===== config.mk =====
export PLATFORM = sky130hd
export DESIGN_NAME = vm_input_ctrl_flat
export DESIGN_NICKNAME = d
export VERILOG_FILES = /design/src/rtl/vm_pkg.sv /design/src/rtl/vm_input_ctrl_if.sv /design/src/rtl/btn_debounce.sv /design/src/rtl/vm_input_ctrl.sv /design/src/flat_wrapper.sv
export SDC_FILE = /design/constraint.sdc
export NUM_CORES = 1
export LEC_CHECK = 0
export ABC_AREA = 1
export BUFFER_PORTS_ARGS = -buffer_cell sky130_fd_sc_hd__buf_2
export CAP_MARGIN = 20
export CORE_MARGIN = 2
export CORE_UTILIZATION = 55
export CTS_CLUSTER_DIAMETER = 100
export DETAILED_ROUTE_END_ITERATION = 6
export GPL_TIMING_DRIVEN = 0
export PLACE_DENSITY = 0.81
export SETUP_SLACK_MARGIN = 0.2
export SYNTH_ARGS = -nofsm -noshare
export SYNTH_HDL_FRONTEND = slang
export SYNTH_SLANG_ARGS = --single-unit

===== constraint.sdc =====
create_clock -name clk -period 2.56 [get_ports clk]
set_clock_uncertainty 0.15 [all_clocks]
set_input_delay 0.512 -clock clk [delete_from_list [all_inputs] [get_ports clk]]
set_output_delay 0.512 -clock clk [all_outputs]
set_load 0.02 [all_outputs]

===== src/rtl/vm_pkg.sv =====
// Shared types and widths for the vending-machine input controller.
package vm_pkg;

  localparam int unsigned COIN_W = 4;
  localparam int unsigned SEL_W  = 2;
  localparam int unsigned DROP_W = 4;

  typedef enum logic [1:0] {
    IDLE     = 2'd0,
    LOAD     = 2'd1,
    BUY_WAIT = 2'd2
  } vm_state_e;

  // Adds up to two discarded presses to the drop counter, saturating at all-ones.
  function automatic logic [DROP_W-1:0] sat_inc(input logic [DROP_W-1:0] cnt,
                                                input logic [1:0]        n);
    logic [DROP_W:0] sum;
    sum = {1'b0, cnt} + {{(DROP_W-1){1'b0}}, n};
    if (sum[DROP_W]) begin
      return {DROP_W{1'b1}};
    end
    return sum[DROP_W-1:0];
  endfunction

endpackage


===== src/rtl/vm_input_ctrl_if.sv =====
// Command interface between the input controller (master) and the vending core (slave).
interface vm_input_ctrl_if;
  import vm_pkg::*;

  logic [COIN_W-1:0] b_in;
  logic              load;
  logic              buy;
  logic [SEL_W-1:0]  sel;
  logic              yes;
  logic              no;

  modport master (output b_in, load, buy, sel, input yes, no);
  modport slave  (input b_in, load, buy, sel, output yes, no);

endinterface


===== src/rtl/btn_debounce.sv =====
// Raw button -> synchronised, debounced level -> single-cycle rising-edge pulse.
// The stability counter is present only when VM_DEBOUNCE_EN is defined.
module btn_debounce #(
  parameter int unsigned DEB_CYCLES = 1000000
) (
  input  logic clk,
  input  logic rst,
  input  logic raw,
  output logic pulse
);

  logic [1:0] sync_q;
  logic       level_q;
  logic       prev_q;

  always_ff @(posedge clk or negedge rst) begin
    if (!rst) begin
      sync_q <= 2'b00;
    end else begin
      sync_q <= {sync_q[0], raw};
    end
  end

`ifdef VM_DEBOUNCE_EN
  localparam int unsigned CntW = (DEB_CYCLES > 1) ? $clog2(DEB_CYCLES + 1) : 1;

  logic [CntW-1:0] cnt_q;

  // Level flips only after the synchronised input has disagreed with it for DEB_CYCLES cycles.
  always_ff @(posedge clk or negedge rst) begin
    if (!rst) begin
      cnt_q   <= '0;
      level_q <= 1'b0;
    end else if (sync_q[1] == level_q) begin
      cnt_q <= '0;
    end else if (cnt_q >= CntW'(DEB_CYCLES - 1)) begin
      cnt_q   <= '0;
      level_q <= sync_q[1];
    end else begin
      cnt_q <= cnt_q + 1'b1;
    end
  end
`else
  logic unused_deb;
  assign unused_deb = ^DEB_CYCLES;

  always_ff @(posedge clk or negedge rst) begin
    if (!rst) begin
      level_q <= 1'b0;
    end else begin
      level_q <= sync_q[1];
    end
  end
`endif

  always_ff @(posedge clk or negedge rst) begin
    if (!rst) begin
      prev_q <= 1'b0;
    end else begin
      prev_q <= level_q;
    end
  end

  assign pulse = level_q & ~prev_q;

endmodule


===== src/rtl/vm_input_ctrl.sv =====
// Board-input front end: turns buttons/switches into load/buy commands for the vending core.
// Build option: VM_DEBOUNCE_EN enables the per-button stability counters.
module vm_input_ctrl
  import vm_pkg::*;
#(
  parameter int unsigned DEB_CYCLES   = 1000000,
  parameter int unsigned RESP_TIMEOUT = 16
) (
  input  logic                clk,
  input  logic                rst,
  input  logic                coin_btn,
  input  logic [COIN_W-1:0]   coin_val,
  input  logic                buy_btn,
  input  logic [SEL_W-1:0]    sel_sw,
  vm_input_ctrl_if.master     cmd,
  output logic                busy,
  output logic                timeout,
  output logic [DROP_W-1:0]   drop_cnt
);

  localparam int unsigned TmoW = (RESP_TIMEOUT > 1) ? $clog2(RESP_TIMEOUT + 1) : 1;

  logic              coin_ev;
  logic              buy_ev;
  logic [COIN_W-1:0] coin_val_q1, coin_val_s;
  logic [SEL_W-1:0]  sel_sw_q1, sel_sw_s;

  vm_state_e         state_q;
  logic [COIN_W-1:0] b_in_q;
  logic              load_q;
  logic              buy_q;
  logic [SEL_W-1:0]  sel_q;
  logic              busy_q;
  logic              timeout_q;
  logic [DROP_W-1:0] drop_q;
  logic [TmoW-1:0]   tmo_cnt_q;

  logic              coin_ok;
  logic [1:0]        n_ev;

  btn_debounce #(
    .DEB_CYCLES (DEB_CYCLES)
  ) u_coin_deb (
    .clk   (clk),
    .rst   (rst),
    .raw   (coin_btn),
    .pulse (coin_ev)
  );

  btn_debounce #(
    .DEB_CYCLES (DEB_CYCLES)
  ) u_buy_deb (
    .clk   (clk),
    .rst   (rst),
    .raw   (buy_btn),
    .pulse (buy_ev)
  );

  always_ff @(posedge clk or negedge rst) begin
    if (!rst) begin
      coin_val_q1 <= '0;
      coin_val_s  <= '0;
      sel_sw_q1   <= '0;
      sel_sw_s    <= '0;
    end else begin
      coin_val_q1 <= coin_val;
      coin_val_s  <= coin_val_q1;
      sel_sw_q1   <= sel_sw;
      sel_sw_s    <= sel_sw_q1;
    end
  end

  // A zero-value coin is treated as no coin at all.
  assign coin_ok = coin_ev && (coin_val_s != '0);
  assign n_ev    = {1'b0, coin_ev} + {1'b0, buy_ev};

  always_ff @(posedge clk or negedge rst) begin
    if (!rst) begin
      state_q   <= IDLE;
      b_in_q    <= '0;
      load_q    <= 1'b0;
      buy_q     <= 1'b0;
      sel_q     <= '0;
      busy_q    <= 1'b0;
      timeout_q <= 1'b0;
      drop_q    <= '0;
      tmo_cnt_q <= '0;
    end else begin
      load_q <= 1'b0;
      buy_q  <= 1'b0;
      unique case (state_q)
        IDLE: begin
          if (coin_ok) begin
            state_q <= LOAD;
            load_q  <= 1'b1;
            b_in_q  <= coin_val_s;
            if (buy_ev) begin
              drop_q <= sat_inc(drop_q, 2'd1);
            end
          end else if (buy_ev) begin
            state_q   <= BUY_WAIT;
            buy_q     <= 1'b1;
            busy_q    <= 1'b1;
            sel_q     <= sel_sw_s;
            timeout_q <= 1'b0;
            tmo_cnt_q <= '0;
          end
        end
        LOAD: begin
          state_q <= IDLE;
          b_in_q  <= '0;
          drop_q  <= sat_inc(drop_q, n_ev);
        end
        BUY_WAIT: begin
          drop_q <= sat_inc(drop_q, n_ev);
          if (cmd.yes || cmd.no) begin
            state_q <= IDLE;
            busy_q  <= 1'b0;
          end else if (tmo_cnt_q >= TmoW'(RESP_TIMEOUT - 1)) begin
            state_q   <= IDLE;
            busy_q    <= 1'b0;
            timeout_q <= 1'b1;
          end else begin
            tmo_cnt_q <= tmo_cnt_q + 1'b1;
          end
        end
        default: begin
          state_q <= IDLE;
          busy_q  <= 1'b0;
        end
      endcase
    end
  end

  assign cmd.b_in = b_in_q;
  assign cmd.load = load_q;
  assign cmd.buy  = buy_q;
  assign cmd.sel  = sel_q;
  assign busy     = busy_q;
  assign timeout  = timeout_q;
  assign drop_cnt = drop_q;

endmodule


===== src/flat_wrapper.sv =====
// flat-port wrapper written by rule: the top's interface ports become plain ports
module vm_input_ctrl_flat import vm_pkg::*;
#(
  parameter int unsigned DEB_CYCLES   = 1000000,
  parameter int unsigned RESP_TIMEOUT = 16
)
  (clk, rst, coin_btn, coin_val, buy_btn, sel_sw, busy, timeout, drop_cnt, cmd_b_in, cmd_load, cmd_buy, cmd_sel, cmd_yes, cmd_no);
  vm_input_ctrl_if cmd_i ();
  input  logic clk;
  input  logic rst;
  input  logic coin_btn;
  input  logic [COIN_W-1:0] coin_val;
  input  logic buy_btn;
  input  logic [SEL_W-1:0] sel_sw;
  output logic busy;
  output logic timeout;
  output logic [DROP_W-1:0] drop_cnt;
  output wire logic [$bits(cmd_i.b_in)-1:0] cmd_b_in;
  output wire logic [$bits(cmd_i.load)-1:0] cmd_load;
  output wire logic [$bits(cmd_i.buy)-1:0] cmd_buy;
  output wire logic [$bits(cmd_i.sel)-1:0] cmd_sel;
  input wire logic [$bits(cmd_i.yes)-1:0] cmd_yes;
  input wire logic [$bits(cmd_i.no)-1:0] cmd_no;
  assign cmd_b_in = cmd_i.b_in;
  assign cmd_load = cmd_i.load;
  assign cmd_buy = cmd_i.buy;
  assign cmd_sel = cmd_i.sel;
  assign cmd_i.yes = cmd_yes;
  assign cmd_i.no = cmd_no;
  vm_input_ctrl #(.DEB_CYCLES(DEB_CYCLES), .RESP_TIMEOUT(RESP_TIMEOUT)) u_core (.clk(clk), .rst(rst), .coin_btn(coin_btn), .coin_val(coin_val), .buy_btn(buy_btn), .sel_sw(sel_sw), .cmd(cmd_i), .busy(busy), .timeout(timeout), .drop_cnt(drop_cnt));
endmodule

==> results.sh <==
export IMPL_status="complete, no violations"
export IMPL_port_buffers=25
export IMPL_cp_max_fo=6
export IMPL_syn_area_per_cell_sq_um=9.734
export IMPL_regToRegStartpoint="u_core.u_buy_deb.level_q"
export IMPL_fin_cells=263
export IMPL_path_clk_slew_ns=0.12
export IMPL_ctsHoldBuffers=0
export IMPL_post_cts_buffers=0
export IMPL_drc_errors=0
export IMPL_track_usage_pct=18.28
export IMPL_io_pins=26
export IMPL_die_w_um=61.38
export IMPL_power_leakage_nw=1.074
export IMPL_wl_per_cell_um=10.84
export IMPL_std_cell_rows=20
export IMPL_cts_root_buf="clkbuf_4"
export IMPL_antennaDiodeCount=0
export IMPL_crit_arrival_ns=2.06
export IMPL_startpoint="u_core.u_buy_deb.level_q"
export IMPL_setup_slack_ns=0.5901
export IMPL_grt_max_degree=42
export IMPL_clock_sinks=41
export IMPL_die_height_um=61.38
export IMPL_drive_gt1_share_pct=24.20
export IMPL_ir_worst_vdd_mv=0.4974
export IMPL_ant_nets=0
export IMPL_hp_class="in2async"
export IMPL_syn_area_sq_um=1810
export IMPL_dr_max_layer_used="met4"
export IMPL_worst_slew_pin_slew_ns=0.8443
export IMPL_fp_dieArea_sq_um=3767
export IMPL_cp_slowest_cell="fa_1"
export IMPL_cts_resized=0
export IMPL_synth_cell_types=24
export IMPL_syn_nets=207
export IMPL_slowest_delay_ns=0.43
export IMPL_ff2ff_path_depth=8
export IMPL_nets=239
export IMPL_grt_pass1_vias=1186
export IMPL_post_route_period_util_pct=76.95
export IMPL_place_ws_ns=0.6193
export IMPL_finalMaxSlewViolations=0
export IMPL_rsz0062_at_grt="false"
export IMPL_start_kind="register"
export IMPL_wl_met2_mm=1.318
export IMPL_synthCells=186
export IMPL_tns_ns=0
export IMPL_crit_path_end_kind="register"
export IMPL_cp_data_required_time_ns=2.65
export IMPL_core_sq_um=3103
export IMPL_routed_wl_met3_um=183
export IMPL_timing_rr_end="u_core.drop_cnt[0]"
export IMPL_wl_met1_mm=1.311
export IMPL_drt_pass1_iterations=4
export IMPL_reg2reg_slack_ns=0.59
export IMPL_crit_chain="nand2_2 -> inv_1 -> fa_1 -> ha_1 -> nand3_1 -> nand2_1 -> o21ai_0 -> o21ai_1"
export IMPL_h_tree_depth=2
export IMPL_numCtsBuffers=5
export IMPL_dpl_hpwl_mm=2.092
export IMPL_min_period_ns=1.970
export IMPL_power_density_nw_per_um2=922.0
export IMPL_slew_headroom_pct=43.72
export IMPL_fillers=289
export IMPL_clock_latency_ns=0.34
export IMPL_place_congestion=0.7846
export IMPL_synth_edff_count=0
export IMPL_start_util_pct=58.35
export IMPL_dp_cells=255
export IMPL_maxCapViolations=0
export IMPL_num_vias=1317
export IMPL_ys_async_sr_fraction_pct=100.0
export IMPL_grt_pass1_wl_mm=4.968
export IMPL_yosysSeqAreaShare_pct=56.67
export IMPL_drt_iter0_drc=119
export IMPL_synth_ff_type="dfrtp_1"
export IMPL_cts_tree="done"
export IMPL_areaGrowthSynthToFinish_pct=13.06
export IMPL_cts_buffer_depth=2
export IMPL_crit_type="reg2reg"
export IMPL_wirelength_mm=2.851
export IMPL_viasPerCell=5.008
export IMPL_power_mw=1.887
export IMPL_antenna_found_initial=0
export IMPL_seqCellArea_sq_um=1026
export IMPL_crit_end="u_core.drop_cnt[0]"
export IMPL_hold_viol=0
export IMPL_grt_overflow=0
export IMPL_setup_violations=0
export IMPL_max_freq_mhz=507.6
export IMPL_multi_input_area_sq_um=718.2
export IMPL_synth_seq_cells=41
export IMPL_yosys_warnings=0
how the worst min path moves through the flow:
stage	to	cells past startpoint	slack, ns
4_1_cts	u_core.coin_val_q1[0]	1	0.10
3_5_place_dp	u_core.coin_val_s[0]	0	0.19
5_1_grt	u_core.sel_sw_q1[1]	1	0.08
2_1_floorplan	u_core.busy	0	0.07
3_3_place_gp	u_core.coin_val_s[2]	0	0.18
6_report	u_core.timeout	1	0.11
layer usage:
layer / GRT usage (%) / vias to the layer above
li1: - / 667
met1: 25.03 / 605
met2: 27.96 / 39
met3: 6.303 / 6
met4: 5.471 / 0
met5: 0 / -
where the power goes:
| part | internal (mW) | switching, mW |
|---|---|---|
| clock | 0.107 | 0.200 |
| sequential | 0.763 | 0.106 |
| combinational | 0.257 | 0.454 |
layout make-up:
| type | count | area share [%] |
|---|---|---|
| Sequential cell | 41 | 50.12 |
| Multi-Input combinational cell | 128 | 35.09 |
| Timing Repair Buffer | 25 | 6.112 |
| Inverter | 15 | 2.751 |
| Tap cell | 44 | 2.689 |
| Clock buffer | 6 | 2.017 |
| Clock inverter | 2 | 0.7335 |
| Buffer | 2 | 0.4890 |
cells by family after synthesis:
| family | count (synthesis) | synth area share (%) |
|---|---|---|
| simple gates | 108 | 29.23 |
| compound gates | 11 | 3.801 |
| flops | 41 | 56.67 |
| fa+ha+maj | 9 | 6.635 |
| buf+inv | 17 | 3.663 |
per-stage QoR:
step | util, % | hold WS (ns) | area [sq um]
6_report | 65.97 | 0.1124 | 2047
5_1_grt | 65.97 | 0.08165 | 2047
4_1_cts | 65.97 | 0.1032 | 2047
3_5_place_dp | 64.15 | 0.1879 | 1991
3_3_place_gp | 64.15 | 0.1816 | 1991
2_1_floorplan | - | 0.06641 | 1810
critical path: cells and delay by family (launching register included):
kind            cells  cell delay, ns
compound gates      2            0.23
fa+ha+maj           2            0.67
flops               1            0.41
buf+inv             1            0.09
simple gates        3            0.33
registers in the layout, indices dropped and copies added (netlist names):
| register | count |
|---|---|
| u_core.busy | 1 |
| u_core.cmd.b_in | 4 |
| u_core.cmd.buy | 1 |
| u_core.cmd.load | 1 |
| u_core.cmd.sel | 2 |
| u_core.coin_val_q1 | 4 |
| u_core.coin_val_s | 4 |
| u_core.drop_cnt | 4 |
| u_core.sel_sw_q1 | 2 |
| u_core.sel_sw_s | 2 |
| u_core.state_q | 2 |
| u_core.timeout | 1 |
| u_core.tmo_cnt_q | 5 |
| u_core.u_buy_deb.level_q | 1 |
| u_core.u_buy_deb.prev_q | 1 |
| u_core.u_buy_deb.sync_q | 2 |
| u_core.u_coin_deb.level_q | 1 |
| u_core.u_coin_deb.prev_q | 1 |
| u_core.u_coin_deb.sync_q | 2 |
placed cells by master (no fill, tap or decap), types with 3 or more instances in the layout:
cell type  synthesis  final
nand2_1           57     57
dfrtp_1           41     41
buf_2              2     27
nand3_1           22     22
nor2_1            11     11
inv_1             11     11
ha_1               8      8
clkbuf_4           0      5
inv_2              4      4
nand2_2            4      4
nand4_1            4      4
nand3_2            3      3
o21ai_0            3      3
cells in the mapped netlist, types with 3 or more instances:
library cell  count  area share (%)
dfrtp_1          41              57
ha_1              8             5.5
inv_1            11             2.3
inv_2             4            0.83
nand2_1          57              12
nand2_2           4             1.4
nand3_1          22             6.1
nand3_2           3             1.7
nand4_1           4             1.4
nor2_1           11             2.3
o21ai_0           3            0.83
Power figures use the tool's default switching activity.
